**config.mk**
```make
export PLATFORM = sky130hd
export DESIGN_NAME = adc_channel_sequencer
export DESIGN_NICKNAME = d
export VERILOG_FILES = /design/src/rtl/adc_channel_sequencer.sv
export SDC_FILE = /design/constraint.sdc
export NUM_CORES = 1
export LEC_CHECK = 0
export CORE_MARGIN = 5
export CORE_UTILIZATION = 44
export DETAILED_ROUTE_END_ITERATION = 12
export PLACE_DENSITY = 0.86
export SETUP_SLACK_MARGIN = 0.5
export SYNTH_ARGS = -nofsm -noshare
export SYNTH_HDL_FRONTEND = slang
export SYNTH_SLANG_ARGS = --single-unit
```
**constraint.sdc**
```tcl
create_clock -name CLK_24M -period 1.9 [get_ports CLK_24M]
set_clock_uncertainty 0.1 [all_clocks]
set_input_delay 0.38 -clock CLK_24M [delete_from_list [all_inputs] [get_ports CLK_24M]]
set_output_delay 0.38 -clock CLK_24M [all_outputs]
set_load 0.05 [all_outputs]
```
**src/rtl/adc_channel_sequencer.sv**
```systemverilog
// -----------------------------------------------------------------------------
// adc_channel_sequencer
//
// Sequences one VCO-ADC channel datapath: holds it in reset, flushes it for one
// frame, issues SETTLE_SAMPLES settling strobes, then captures every datapath
// output produced by a RUN strobe, with a valid pulse and saturation stats.
//
// Ports
//   CLK_24M            in   sole clock, rising edge
//   reset              in   synchronous active-low reset
//   run                in   level request to start/keep sampling
//   channel_output     in   datapath two's-complement output (N_BITS)
//   clip_clear         in   pulse, clears clip_flag / clip_count
//   enable_sampling_3M out  one-cycle sampling strobe, period DIV
//   datapath_reset     out  active-low reset to the datapath
//   sample_out         out  captured sample, held between captures
//   sample_valid       out  one-cycle pulse when sample_out updates
//   busy               out  high outside IDLE
//   clip_flag          out  sticky full-scale indicator
//   clip_count         out  saturating count of full-scale captures
// -----------------------------------------------------------------------------
module adc_channel_sequencer #(
   parameter int DIV            = 8,
   parameter int SETTLE_SAMPLES = 4,
   parameter int N_BITS         = 9
) (
   input  logic              CLK_24M,
   input  logic              reset,
   input  logic              run,
   input  logic [N_BITS-1:0] channel_output,
   input  logic              clip_clear,
   output logic              enable_sampling_3M,
   output logic              datapath_reset,
   output logic [N_BITS-1:0] sample_out,
   output logic              sample_valid,
   output logic              busy,
   output logic              clip_flag,
   output logic [15:0]       clip_count
);

   localparam int DIV_W = (DIV > 1) ? $clog2(DIV) : 1;
   localparam int SET_W = $clog2(SETTLE_SAMPLES + 1);
   localparam logic [DIV_W-1:0]  DIV_LAST = DIV_W'(DIV - 1);
   localparam logic [SET_W-1:0]  SET_LAST = SET_W'(SETTLE_SAMPLES - 1);
   localparam logic [N_BITS-1:0] POS_FULL = {1'b0, {(N_BITS-1){1'b1}}};
   localparam logic [N_BITS-1:0] NEG_FULL = {1'b1, {(N_BITS-1){1'b0}}};

   typedef enum logic [1:0] {S_IDLE, S_FLUSH, S_SETTLE, S_RUN} state_t;

   state_t             r_state, w_state_nxt;
   logic [DIV_W-1:0]   r_div_cnt, w_div_nxt, w_div_wrap;
   logic [SET_W-1:0]   r_settle_cnt, w_settle_nxt;
   logic               w_strobe_now, w_strobe_nxt, w_dp_rst_nxt, w_busy_nxt;
   logic               w_div_last, w_clip_hit;

   logic               r_strobe, r_dp_rst_n, r_busy;
   logic               r_cap_pend, r_valid;
   logic [N_BITS-1:0]  r_sample;
   logic               r_clip_flag;
   logic [15:0]        r_clip_count;

   assign w_div_last   = (r_div_cnt == DIV_LAST);
   assign w_div_wrap   = w_div_last ? '0 : r_div_cnt + DIV_W'(1);
   assign w_strobe_now = ((r_state == S_SETTLE) || (r_state == S_RUN)) && (r_div_cnt == '0);

   // NOTE: every signal driven here gets a default first, so no path through
   // the case statement can leave one unassigned and infer a latch.
   always_comb begin
      w_state_nxt  = r_state;
      w_div_nxt    = r_div_cnt;
      w_settle_nxt = r_settle_cnt;
      case (r_state)
         S_IDLE: begin
            w_div_nxt    = '0;
            w_settle_nxt = '0;
            if (run) w_state_nxt = S_FLUSH;
         end
         S_FLUSH: begin
            if (!run) begin
               w_state_nxt = S_IDLE;
               w_div_nxt   = '0;
            end else if (w_div_last) begin
               w_state_nxt = S_SETTLE;
               w_div_nxt   = '0;
            end else begin
               w_div_nxt = r_div_cnt + DIV_W'(1);
            end
         end
         S_SETTLE: begin
            w_div_nxt = w_div_wrap;
            if (w_strobe_now) begin
               w_settle_nxt = r_settle_cnt + SET_W'(1);
               // Cadence is untouched: RUN simply inherits the running div_cnt.
               if (r_settle_cnt == SET_LAST) w_state_nxt = S_RUN;
            end
            if (w_div_last && !run) begin
               w_state_nxt  = S_IDLE;
               w_settle_nxt = '0;
            end
         end
         S_RUN: begin
            w_div_nxt = w_div_wrap;
            if (w_div_last && !run) begin
               w_state_nxt  = S_IDLE;
               w_settle_nxt = '0;
            end
         end
         default: begin
            w_state_nxt  = S_IDLE;
            w_div_nxt    = '0;
            w_settle_nxt = '0;
         end
      endcase

      // Outputs are registered from the next-state view so they line up
      // with the state they describe.
      w_dp_rst_nxt = (w_state_nxt == S_SETTLE) || (w_state_nxt == S_RUN);
      w_strobe_nxt = w_dp_rst_nxt && (w_div_nxt == '0);
      w_busy_nxt   = (w_state_nxt != S_IDLE);
   end

   // NOTE: sequential state uses non-blocking assignments so every flop
   // samples pre-edge values regardless of statement order.
   always_ff @(posedge CLK_24M) begin
      if (!reset) begin
         r_state      <= S_IDLE;
         r_div_cnt    <= '0;
         r_settle_cnt <= '0;
         r_strobe     <= 1'b0;
         r_dp_rst_n   <= 1'b0;
         r_busy       <= 1'b0;
      end else begin
         r_state      <= w_state_nxt;
         r_div_cnt    <= w_div_nxt;
         r_settle_cnt <= w_settle_nxt;
         r_strobe     <= w_strobe_nxt;
         r_dp_rst_n   <= w_dp_rst_nxt;
         r_busy       <= w_busy_nxt;
      end
   end

   // The datapath updates channel_output on the edge closing the strobe
   // cycle, so capture waits one further cycle. The pipeline is independent
   // of the FSM so an in-flight capture completes even after a stop.
   assign w_clip_hit = r_cap_pend &&
                       ((channel_output == POS_FULL) || (channel_output == NEG_FULL));

   always_ff @(posedge CLK_24M) begin
      if (!reset) begin
         r_cap_pend   <= 1'b0;
         r_valid      <= 1'b0;
         r_sample     <= '0;
         r_clip_flag  <= 1'b0;
         r_clip_count <= '0;
      end else begin
         r_cap_pend <= w_strobe_now && (r_state == S_RUN);
         r_valid    <= r_cap_pend;
         if (r_cap_pend) r_sample <= channel_output;

         // A clear coinciding with a clip capture leaves exactly that clip.
         if (clip_clear) begin
            r_clip_flag  <= w_clip_hit;
            r_clip_count <= w_clip_hit ? 16'd1 : 16'd0;
         end else if (w_clip_hit) begin
            r_clip_flag <= 1'b1;
            if (r_clip_count != 16'hFFFF) r_clip_count <= r_clip_count + 16'd1;
         end
      end
   end

   assign enable_sampling_3M = r_strobe;
   assign datapath_reset     = r_dp_rst_n;
   assign busy               = r_busy;
   assign sample_out         = r_sample;
   assign sample_valid       = r_valid;
   assign clip_flag          = r_clip_flag;
   assign clip_count         = r_clip_count;

endmodule

```
==> results of run 1 <==
-- final cells by class --
class                           count  area share, %
Clock buffer                        7          2.881
Clock inverter                      1         0.1670
Inverter                            8          1.169
Multi-Input combinational cell    139          40.92
Sequential cell                    38          27.14
Tap cell                           50          2.088
Timing Repair Buffer               79          25.64
-- state kept, by name (all words and copies together), names as in the netlist --
name,flops
enable_sampling_3M,1
r_state,1
r_cap_pend,1
clip_count,16
busy,1
sample_valid,1
clip_flag,1
r_div_cnt,3
sample_out,9
datapath_reset,1
r_settle_cnt,3
-- power groups by stage --
stage          clock network [uW]  registers, uW  logic [uW]
6_report                      581            787        98.0
5_1_grt                       618            787         104
4_1_cts                       582            789        89.3
3_5_place_dp                    0            807        87.6
3_3_place_gp                    0            807        85.8
2_1_floorplan                   0            810        29.0
-- layout by cell type, fill, tap and decap left out, drive strengths merged, types with 2 or more instances in the layout --
cell and n:
nand3 7, o21ai 13, a22oi 3, buf 74, dfxtp 38, a21oi 17, nand2 10, clkdlybuf4s50 3
nor2 3, and2 4, nor3 2, ha 6, a211oi 2, clkbuf 7, nor2b 16, and3 5
a41oi 2, o211ai 2, and4 5, mux2i 9, nand4 8, inv 8, nand2b 2, or3 12
-- critical path: cells and delay by family (launching register included) --
family                     cells  cell delay (ps)
buffers and inverters          2              250
DFF                            1              360
AOI/OAI and AO/OA              1              130
and+or+nand+nor                4              800
adders and majority gates      1              160
-- kinds of logic (layout without fill, tap and decap cells) --
logic type	count (synthesis)	count (layout)	synth area share, %
adders and majority gates	6	6	4.167
AOI/OAI and AO/OA	44	44	15.69
buffers and inverters	18	95	4.305
DFF	38	38	42.22
and+or+nand+nor	80	80	28.61
muxes	9	9	5.000
-- stage by stage --
stage	TNS [ps]	worst slack, ps	instances
global route	-145.6	-90.29	322
finish	0	28.43	322
global placement	-5894	-409.2	289
CTS	0	154.1	313
detailed placement	-6371	-444.2	289
floorplan	0	106.2	195
-- final timing paths --
path                startpoint            end  slack, ps  cells after the start
max              clip_count[1]  clip_count[3]         30                      8
min          channel_output[2]  sample_out[2]        280                      3
max reg2reg      clip_count[1]  clip_count[3]         30                      8
min reg2reg      clip_count[5]  clip_count[5]        400                      2
-- what timing repair did --
item / in CTS / in global routing
gates cloned: 4 / 0
setup endpoints to repair: 24 / 25
hold buffers: 0 / 0
buffers inserted: 12 / 9
pin swaps: 33 / 25
resized for setup: 89 / 43
-- layer usage --
layer	track usage, %	part of all wire, %	vias up
li1	-	-	873
met1	25.92	40	945
met2	36.81	49	94
met3	5.000	6.2	33
met4	8.249	4.6	0
met5	0	0	-
==> impl_metrics.py, run 1 <==
metrics = {
    "yosys": {
        "syn-cell-area_mm2": 0.001802,
        "syn-num-nets": 214,
        "ys_top_cells_by_area": "dfxtp_1, nor2b_1, mux2i_1, a21oi_1, ha_1",
        "async_flop_share_pct": 0,
        "avgSynthCellArea_um2": 9.240,
        "synth_edf_count": 0,
        "ys_seq_area_share_pct": 42.22,
        "yosysMostFrequentCell": "dfxtp_1",
        "yosys.area.top_type_share_pct": 42.22,
        "yosysTopAreaCell": "dfxtp_1",
        "synth-seq-cells": 38,
        "ys_warn_count": 0,
        "synth_flop_cell": "dfxtp_1",
        "synth_common_cells": "dfxtp_1, a21oi_1, nor2b_1",
        "postSynthCellCount": 195,
        "synth_cell_type_count": 38,
    },
    "global_route": {
        "grt_max_degree": 22,
        "grt_pass1_wl_mm": 9.018,
        "antenna_found_initial": 0,
        "track_usage_pct": 21.42,
        "gr-total-overflow": 0,
        "grt_pass1_vias": 1862,
    },
    "timing": {
        "slew_viol_final": 0,
        "period_share_pct": 98.50,
        "post-route-min-period_ps": 1872,
        "finalHoldViolCount": 0,
        "finalSetupViolCount": 0,
        "worst_pin_slew_ps": 440.0,
        "rsz0062_at_grt": "yes",
        "relSlewSlack_pct": 70.57,
        "whs_ps": 278.6,
        "clock.fmax_mhz": 534.3,
    },
    "detailed_routing": {
        "vias": 1945,
        "drtIter0Drc": 159,
        "wirelength_mm": 6.297,
        "ant_nets": 0,
        "drt-pass1-iter-count": 4,
        "drc": 0,
        "routedWlPerCell_um": 19.56,
        "routed_via_density": 6.040,
    },
    "pwr": {
        "switching_power_uw": 340.6,
        "seq_power_share_pct": 53.7,
        "ir_worst_vdd_uv": 437.4,
        "combPwrFrac_pct": 6.7,
        "switching_share_pct": 23.23,
        "clockPowerShare_pct": 39.6,
        "leakage_uw": 0.001153,
        "power.total_uw": 1466,
        "power.density_mw_per_mm2": 489.3,
        "p_int_uw": 1126,
    },
    "floorplanning": {
        "io_pins": 43,
        "dieArea_mm2": 0.005475,
        "core_mm2": 0.003971,
        "die_y_um": 73.99,
        "rows": 23,
        "start_util_pct": 45.37,
        "die_x_um": 73.99,
    },
    "clock_tree": {
        "clk_pin_slew_worst_paths_ps": 80,
        "numClockSinks": 38,
        "numCtsBuffers": 5,
        "cts_tree": "done",
        "h-tree-depth": 2,
        "cts_buffer_depth": 2,
        "clk_latency_ps": 300,
        "cts_root_buffer": "clkbuf_8",
    },
    "worst_setup_path": {
        "cp.arrival_ps": 2000,
        "path_class": "reg -> reg",
        "crit_chain": "ha_4 -> and4_1 -> nand4_1 -> buf_4 -> buf_6 -> nand4_1 -> or3_1 -> a21oi_1",
        "critPathLaunchType": "flip-flop",
        "end_kind": "flip-flop",
        "critical_path.max_fanout": 3,
        "crit_path_max_incr_delay_ps": 360,
        "cp.required_ps": 2030,
        "cp_slowest_cell": "dfxtp_4",
        "crit_path_frequent_cell": "nand4_1",
    },
    "final_layout": {
        "finalNetCount": 290,
        "final-seq-area_um2": 813.3,
        "fillers": 228,
        "utilization_pct": 75.46,
        "antennaDiodeCount": 0,
        "area_delta_synth_final_pct": 66.32,
        "final_area_mm2": 0.002997,
        "multi_input_area_mm2": 0.001226,
        "final_layout_size_suffix_gt1_share_pct": 55.51,
    },
    "placement": {
        "io_buffers": 42,
        "gp_congestion": 0.8080,
        "dp_hpwl_mm": 3.184,
        "dpl_cell_area_mm2": 0.002349,
    },
    "outcome": {
        "outcome": "finished, final reports clean",
    },
    "worst_hold_path": {
        "hold_path.class": "in -> reg",
    },
    "flow_run": {
        "maxCapViolCount": 0,
    },
}
No activity file was read; power rests on OpenSTA's default activity.
==> run 2: changes to the inputs <==
--- a/config.mk
+++ b/config.mk
@@ -8,6 +8,7 @@
 export CORE_MARGIN = 5
 export CORE_UTILIZATION = 44
 export DETAILED_ROUTE_END_ITERATION = 12
+export HOLD_SLACK_MARGIN = 0.12
 export PLACE_DENSITY = 0.86
 export SETUP_SLACK_MARGIN = 0.5
 export SYNTH_ARGS = -nofsm -noshare
==> results of run 2 <==
Same layout as run 1: the final DEF is identical, and so are final timing and power.
==> run 3: changes to the inputs <==
--- a/config.mk
+++ b/config.mk
@@ -5,11 +5,12 @@
 export SDC_FILE = /design/constraint.sdc
 export NUM_CORES = 1
 export LEC_CHECK = 0
+export ABC_AREA = 1
 export CORE_MARGIN = 5
-export CORE_UTILIZATION = 44
+export CORE_UTILIZATION = 46
 export DETAILED_ROUTE_END_ITERATION = 12
 export HOLD_SLACK_MARGIN = 0.12
-export PLACE_DENSITY = 0.86
+export PLACE_DENSITY = 0.87
 export SETUP_SLACK_MARGIN = 0.5
 export SYNTH_ARGS = -nofsm -noshare
 export SYNTH_HDL_FRONTEND = slang
==> run 3 against run 2 <==
Flip-flop and latch count stayed put. Die area grew 6.0%. Largest power group unchanged. Worst hold slack gained 120 ps. Critical path depth grew 1.
==> impl_metrics.py, run 3 <==
metrics = {
    "outcome": {
        "outcome": "finished, final reports clean",
    },
    "clock_tree": {
        "clk_latency_ps": 290,
        "numClockSinks": 38,
        "cts_root_buffer": "clkbuf_8",
        "cts_buffer_depth": 2,
        "cts_tree": "done",
        "cts_hold_buf": 0,
        "numCtsBuffers": 5,
        "h-tree-depth": 2,
        "clk_pin_slew_worst_paths_ps": 80,
    },
    "yosys": {
        "syn-num-nets": 313,
        "postSynthCellCount": 294,
        "ys_warn_count": 0,
        "syn-cell-area_mm2": 0.002014,
        "yosysTopAreaCell": "dfxtp_1",
        "avgSynthCellArea_um2": 6.852,
        "async_flop_share_pct": 0,
        "synth_common_cells": "nand2_1, nor2_1, dfxtp_1",
        "synth-seq-cells": 38,
        "synth_flop_cell": "dfxtp_1",
        "yosys.area.top_type_share_pct": 37.76,
        "synth_edf_count": 0,
        "yosysMostFrequentCell": "nand2_1",
        "ys_top_cells_by_area": "dfxtp_1, nand2_1, nor2_1, inv_1, a21oi_2",
        "ys_seq_area_share_pct": 37.76,
        "synth_cell_type_count": 29,
    },
    "timing": {
        "period_share_pct": 81.74,
        "post-route-min-period_ps": 1553,
        "rsz0062_at_grt": "yes",
        "slew_viol_final": 0,
        "finalSetupViolCount": 0,
        "fin_setup_tns_ps": 0,
        "finalHoldViolCount": 0,
        "relSlewSlack_pct": 79.54,
        "worst_pin_slew_ps": 305.8,
        "clock.fmax_mhz": 643.9,
    },
    "worst_setup_path": {
        "critical_path.max_fanout": 10,
        "path_class": "reg -> reg",
        "critical_path_buf_inv_count": 0,
        "critPathLaunchType": "flip-flop",
        "crit_chain": "ha_4 -> nand2_4 -> nor2_4 -> nand2_4 -> nor2_4 -> nand2_4 -> nand2_8 -> nand2_1 -> a21oi_2",
        "crit_path_end": "clip_count[4]",
        "cp.required_ps": 2020,
        "cp_slowest_cell": "dfxtp_4",
        "crit_path_max_incr_delay_ps": 390,
        "cp.arrival_ps": 1680,
        "reg2reg_depth": 9,
        "cp_num_cells": 9,
        "crit_path_start": "clip_count[1]",
        "crit_family": "simple AND/OR/NAND/NOR gates",
        "crit_path_frequent_cell": "nand2_4",
        "reg2reg_from": "clip_count[1]",
        "end_kind": "flip-flop",
        "r2r_slack_ps": 350,
        "r2r-end": "clip_count[4]",
    },
    "placement": {
        "io_buffers": 42,
        "gp_congestion": 0.8596,
        "dpl_cell_area_mm2": 0.002524,
        "dp_hpwl_mm": 3.699,
    },
    "final_layout": {
        "largest_reg_flops": 16,
        "layout_common_cells": "nand2_1, nor2_1, buf_4",
        "area_delta_synth_final_pct": 46.96,
        "final_layout_size_suffix_gt1_share_pct": 38.31,
        "layout_commonest_cell": "nand2_1",
        "antennaDiodeCount": 0,
        "finalNetCount": 373,
        "final_area_mm2": 0.002960,
    },
    "floorplanning": {
        "start_util_pct": 46.91,
        "core_mm2": 0.004294,
        "die_y_um": 76.18,
        "io_pins": 43,
        "rows": 24,
        "dieArea_mm2": 0.005803,
        "die_x_um": 76.18,
    },
    "pwr": {
        "seq_power_share_pct": 46.8,
        "switching_share_pct": 22.69,
        "ir_worst_vdd_uv": 299.1,
        "power.density_mw_per_mm2": 566.7,
        "combPwrFrac_pct": 6.3,
        "switching_power_uw": 380.7,
        "leakage_uw": 0.001241,
        "clockPowerShare_pct": 46.9,
        "p_int_uw": 1297,
    },
    "detailed_routing": {
        "drtIter0Drc": 111,
        "drc": 0,
        "ant_nets": 0,
        "vias": 2107,
        "routedWlPerCell_um": 13.97,
        "routed_via_density": 5.177,
        "drt-pass1-iter-count": 4,
        "wirelength_mm": 5.686,
    },
    "global_route": {
        "gr-total-overflow": 0,
        "track_usage_pct": 19.39,
        "use_met1_pct": 22.57,
        "grtUsageMet3_pct": 4.492,
        "globalRoute.busiestLayer": "met2",
        "antenna_found_initial": 0,
        "grt_max_degree": 14,
        "grt_pass1_wl_mm": 9.411,
        "use_met2_pct": 33.82,
        "grt_pass1_vias": 2078,
    },
    "worst_hold_path": {
        "hold_path.class": "reg -> reg",
    },
    "flow_run": {
        "maxCapViolCount": 0,
    },
}
run 3: timing repair:
item | CTS | global route
gates cloned | 1 | 0
buffers inserted | 6 | 0
gates resized for setup | 50 | 33
pin swaps | 30 | 9
endpoints found under the setup margin | 31 | 32
run 3: power by group through the flow:
stage          clock (uW)  combinational, uW  sequential (uW)
2_1_floorplan           0               44.0              820
3_3_place_gp            0               98.2              816
3_5_place_dp            0               99.5              816
4_1_cts               801                102              795
5_1_grt               838                114              786
6_report              786                106              786
run 3: layout make-up:
cell class / count / area [um2]
Fill cell: 365 / 1334
Inverter: 34 / 127.6
Sequential cell: 38 / 813.3
Tap cell: 52 / 65.06
Timing Repair Buffer: 57 / 516.7
Clock buffer: 6 / 93.84
Clock inverter: 2 / 38.79
Multi-Input combinational cell: 218 / 1305
run 3: routing by layer:
metal	routed length (um)	up-vias
li1	-	1046
met1	2379	976
met2	2824	74
met3	382	11
met4	100	0
met5	0	-
run 3: cell families (layout without fill, tap and decap cells):
group	count (synthesis)	in the layout	synth area share [%]
flip-flops	38	38	37.76
adder cells (fa/ha/maj)	6	6	3.727
buffers and inverters	39	99	7.329
XOR/XNOR	5	5	2.174
AO/OA/AOI/OAI	34	34	10.68
AND/OR/NAND/NOR	172	173	38.32
run 3: metrics by stage:
step                      util (%)  power, uW  worst slack (ps)  std cells  hold WS [ps]
after floorplan                  -      863.9             326.0        294         332.6
after global placement       58.77      914.3            -34.57        392         349.3
after detailed placement     58.77      915.8            -103.8        392         353.3
after CTS                    66.23       1698             395.0        407         377.3
after global routing         68.94       1739             270.5        407         421.7
final                        68.94       1678             346.9        407         394.7
run 3: worst min-delay path, stage by stage, from the launching register on:
cell and delay, ps:
dfxtp_1 320, nand2_1 80, a21oi_2 60
run 3: how the worst min path moves through the flow:
| stage | from | end | depth (start not counted) |
|---|---|---|---|
| after floorplan | r_div_cnt[2] | r_cap_pend | 1 |
| after global placement | r_settle_cnt[2] | r_settle_cnt[2] | 2 |
| after detailed placement | r_div_cnt[2] | r_cap_pend | 1 |
| after CTS | r_settle_cnt[2] | r_settle_cnt[2] | 2 |
| after global routing | channel_output[7] | sample_out[7] | 3 |
| final | r_settle_cnt[2] | r_settle_cnt[2] | 2 |
